[src/rtl/countdown_timer.sv]
// Four-digit MM:SS BCD countdown register: right-entry shift of keyed digits in
// entry mode, one BCD decrement per rising edge of pgt_1hz in run mode.
module countdown_timer (
   input  logic       clk,
   input  logic       clearn,
   input  logic       enablen,
   input  logic       load,
   input  logic [3:0] digit,
   input  logic       pgt_1hz,
   output logic [3:0] min_tens,
   output logic [3:0] min_ones,
   output logic [3:0] sec_tens,
   output logic [3:0] sec_ones,
   output logic       zero,
   output logic       running,
   output logic       done
);

   logic       load_q, tick_q;
   logic [3:0] mt_q, mo_q, st_q, so_q;
   logic [3:0] mt_d, mo_d, st_d, so_d;
   logic       zero_q, zero_d;
   logic       done_q, done_d;
   logic       load_rise, tick_rise, dec;

   assign load_rise = load & ~load_q;
   assign tick_rise = pgt_1hz & ~tick_q;

   always_comb begin
      mt_d = mt_q;
      mo_d = mo_q;
      st_d = st_q;
      so_d = so_q;
      dec  = 1'b0;
      if (!enablen && load_rise && (digit <= 4'd9)) begin
         mt_d = mo_q;
         mo_d = st_q;
         st_d = so_q;
         so_d = digit;
      end else if (enablen && tick_rise && !zero_q) begin
         dec = 1'b1;
         if (so_q != 4'd0) begin
            so_d = so_q - 4'd1;
         end else if (st_q != 4'd0) begin
            so_d = 4'd9;
            st_d = st_q - 4'd1;
         end else begin
            // Seconds are 00 and zero_q is clear, so the minutes must be nonzero.
            so_d = 4'd9;
            st_d = 4'd5;
            if (mo_q != 4'd0) begin
               mo_d = mo_q - 4'd1;
            end else begin
               mo_d = 4'd9;
               mt_d = mt_q - 4'd1;
            end
         end
      end
      zero_d = (mt_d == 4'd0) && (mo_d == 4'd0) && (st_d == 4'd0) && (so_d == 4'd0);
      done_d = dec && zero_d;
   end

   always_ff @(posedge clk) begin
      if (!clearn) begin
         // Edge history resets high so a level held across release is not an edge.
         load_q <= 1'b1;
         tick_q <= 1'b1;
         mt_q   <= '0;
         mo_q   <= '0;
         st_q   <= '0;
         so_q   <= '0;
         zero_q <= 1'b1;
         done_q <= 1'b0;
      end else begin
         load_q <= load;
         tick_q <= pgt_1hz;
         mt_q   <= mt_d;
         mo_q   <= mo_d;
         st_q   <= st_d;
         so_q   <= so_d;
         zero_q <= zero_d;
         done_q <= done_d;
      end
   end

   assign min_tens = mt_q;
   assign min_ones = mo_q;
   assign sec_tens = st_q;
   assign sec_ones = so_q;
   assign zero     = zero_q;
   assign done     = done_q;
   assign running  = enablen & ~zero_q;

endmodule

[config.mk]
export PLATFORM = sky130hd
export DESIGN_NAME = countdown_timer
export DESIGN_NICKNAME = d
export VERILOG_FILES = /design/src/rtl/countdown_timer.sv
export SDC_FILE = /design/constraint.sdc
export NUM_CORES = 1
export LEC_CHECK = 0
export ABC_AREA = 0
export BUFFER_PORTS_ARGS = -buffer_cell sky130_fd_sc_hd__buf_2
export CAP_MARGIN = 10
export CORE_ASPECT_RATIO = 1.25
export CORE_MARGIN = 5
export CORE_UTILIZATION = 40
export DETAILED_ROUTE_END_ITERATION = 12
export MAX_ROUTING_LAYER = met4
export PLACE_DENSITY = 0.74
export SYNTH_ARGS = -nofsm -noshare
export SYNTH_HDL_FRONTEND = slang
export SYNTH_SLANG_ARGS = --single-unit
[constraint.sdc]
create_clock -name clk -period 3.1 [get_ports clk]
set_input_delay 0.775 -clock clk [delete_from_list [all_inputs] [get_ports clk]]
set_output_delay 0.775 -clock clk [all_outputs]
set_load 0.05 [all_outputs]
==> summary.md <==
| Metric | Value |
|---|---|
| Core area | `2890 µm²` |
| Critical path startpoint | `enablen` |
| TritonCTS Buffers | `3` |
| WL final | `3.25 mm` |
| Post-synth net total | `155` |
| RSZ-0062 raised after global routing | `no` |
| Multi-input logic area | `712 µm²` |
| CP Class | `input port to register` |
| DRT iter0 DRCs | `52` |
| CP Data Required Time | `3.36 ns` |
| Post-Syn Area | `1180 µm²` |
| FF-to-FF setup slack | `0.70 ns` |
| Ys async rst share | `0` |
| Main synth FF type | `dfxtp_1` |
| WP data arrival | `2.89 ns` |
| # port buffers | `27` |
| Min-delay src | `min_ones[0]` |
| CTS resizes | `0` |
| Register area share after synthesis | `0.338` |
| FF+latch count, synth | `20` |
| Clk root buf | `clkbuf_4` |
| Met1 WL | `between 1 and 1.5 mm` |
| Met2 WL | `1.54 mm` |
| Worst-Margin Slew | `between 0.5 and 0.6 ns` |
| Htree depth | `1` |
| Commonest non-fill, non-tap cells in the layout | `buf_2, dfxtp_1, nor2_1` |
| GRT Residual Overflow | `0` |
| Hold Path Cell Cnt | `2` |
| Most common cell after layout, fill and taps aside | `buf_2` |
| # DRC | `0` |
| Pre-antenna DRT Iters | `4` |
| Cells after Synth | `145` |
| Cells on worst reg2reg path | `7` |
| Initial antenna violation count | `0` |
| CP startpoint kind | `input port` |
| Highest Signal Layer | `met4` |
| Max-cap violations | `0` |
| Deepest clock path buffer count | `2` |
| Via count | `1209` |
| Hold Fails Final Rpt | `0` |
| Fillcell total | `300` |
| Status | `finished clean` |
| Clock net sink count | `20` |
| Die width | `58.7 µm` |
| FMAX | `380 MHz` |
| Reg clk slew, reported paths | `~0.11 ns` |
| Worst vdd ir | `approximately 0.22 mV` |
| DP Wirelength | `~2.4 mm` |
| First-pass GRT wire length | `between 5 and 6 mm` |
| CTS tree | `yes` |
| Post-CTS setup buffer count | `0` |
| Vias per inst | `5.99` |
| Hold buffers post-CTS | `0` |
| Nets | `between 150 and 200` |
| Avg Cell Area, Syn | `~8 µm²` |
| Sequential cell area | `400 µm²` |
| Critical-path maximum fanout | `15` |
| EDFF count, synth | `0` |
| Pwr/cell area | `383 nW/µm²` |
| Largest net degree at the start of global routing | `16` |
| Crit share post-route | `0.849` |
| Hold/Removal Path Class | `register to register` |
| Final setup viols | `0` |
| Vias in the first global route | `around 1200` |
| Reg-to-Reg Start | `zero` |
| Met3 wire length | `approximately 270 µm` |
| Die Area | `4160 µm²` |
| Warnings, synthesis | `0` |
| Chip Height | `70.9 µm` |
| Layout area overhead | `13.8%` |
| Worst Setup End Kind | `register` |
| Worst skew pair latency | `0.30 ns` |
| Num ports | `28` |
| # rows | `22` |
| Total GRT Usage | `0.170` |
| Tmin final | `approximately 2.6 ns` |
| Initial core utilization | `0.410` |
| Slew HR | `0.661` |
| WL/cell | `16.1 µm` |
| Layout cells sized above 1 | `0.205` |
| Max-slew violation count | `0` |
| # diodes | `0` |
| Clk_skew | `between 0.007 and 0.008 ns` |
| Antenna-violating nets left | `0` |
| Lkg Pwr | `0.598 nW` |
| RePlAce Congestion | `0.861` |
| Netlist cell types | `47` |
| Total negative slack | `0 ns` |
| Fin Hold WS | `0.607 ns` |
==> critical path: stages <==
cell,delay [ns]
buf_2,0.12
nor3b_1,0.44
nand2_1,0.44
nand2_1,0.18
o21ai_0,0.11
or3_1,0.38
nor4_1,0.26
and2_1,0.18
==> cells by family (layout without fill, tap and decap cells) <==
family / Yosys count / in the layout / share of synthesized area
compound gates: 29 / 29 / 0.183
xor+xnor: 6 / 6 / 0.0444
fa+ha+maj: 1 / 1 / 0.0106
buf+inv: 17 / 38 / 0.0612
mux: 4 / 4 / 0.0348
flops: 20 / 20 / 0.338
simple gates: 68 / 68 / 0.328
==> final cells by class <==
cell class	count	share of cell area
clock buffers	3	0.0167
flip-flops and latches	20	0.297
multi-input cells	108	0.528
well taps	36	0.0334
inverters	7	0.0195
repair buffers	28	0.106
==> sequential cells by signal, indices dropped and copies added, names as in the netlist <==
name      flops
tick_q        1
sec_tens      4
min_ones      4
zero          1
load_q        1
done          1
min_tens      4
sec_ones      4
==> path summary, 6_finish.rpt <==
path | endpoint
setup reg to reg | done
hold reg to reg | min_tens[0]
setup / recovery | done
hold / removal | min_tens[0]
==> synthesized netlist by cell type (all sizes together), types with 2 or more instances <==
cell     number  share of area
xnor2         3          0.022
dfxtp        20           0.34
xor2          3          0.022
nand2b        4          0.021
clkbuf        6          0.020
and2          7          0.037
nor4          7          0.048
mux2i         3          0.025
nor3b         2          0.013
or4           2          0.013
inv           6          0.019
nor2         15          0.048
o41ai         2          0.015
o31a          2          0.015
nor2b         2          0.011
o21ai         5          0.021
a21oi         3          0.013
nand4         3          0.016
nand2        10          0.032
a211oi        4          0.025
o211ai        2          0.013
nor3          7          0.030
and3          3          0.016
buf           4          0.019
nand4bb       2          0.019
==> per-stage QoR <==
step	setup slack, ns	instance area (µm²)	total power, W	util	instances
2_1_floorplan	0.714	1180	0.000371	-	145
3_3_place_gp	0.298	1330	0.000397	0.459	199
3_5_place_dp	0.183	1330	0.000399	0.459	199
4_1_cts	0.498	1350	0.000519	0.467	202
5_1_grt	0.216	1350	0.000546	0.467	202
6_report	0.469	1350	0.000517	0.467	202
==> metal layers <==
| layer | vias up | track usage |
|---|---|---|
| li1 | 576 | - |
| met1 | 555 | 0.208 |
| met2 | 69 | 0.267 |
| met3 | 9 | 0.0255 |
| met4 | 0 | 0.0856 |
| met5 | - | - |
==> power breakdown <==
group / internal (W) / total (W) / switching (W) / leakage (nW)
sequential: 0.000267 / 0.000281 / 0.0000143 / 0.163
clock: 0.0000454 / 0.000123 / 0.0000773 / 0.0138
combinational: 0.0000390 / 0.000113 / 0.0000743 / 0.421
total: 0.000351 / 0.000517 / 0.000166 / 0.598
No activity file was read; power rests on OpenSTA's default activity.
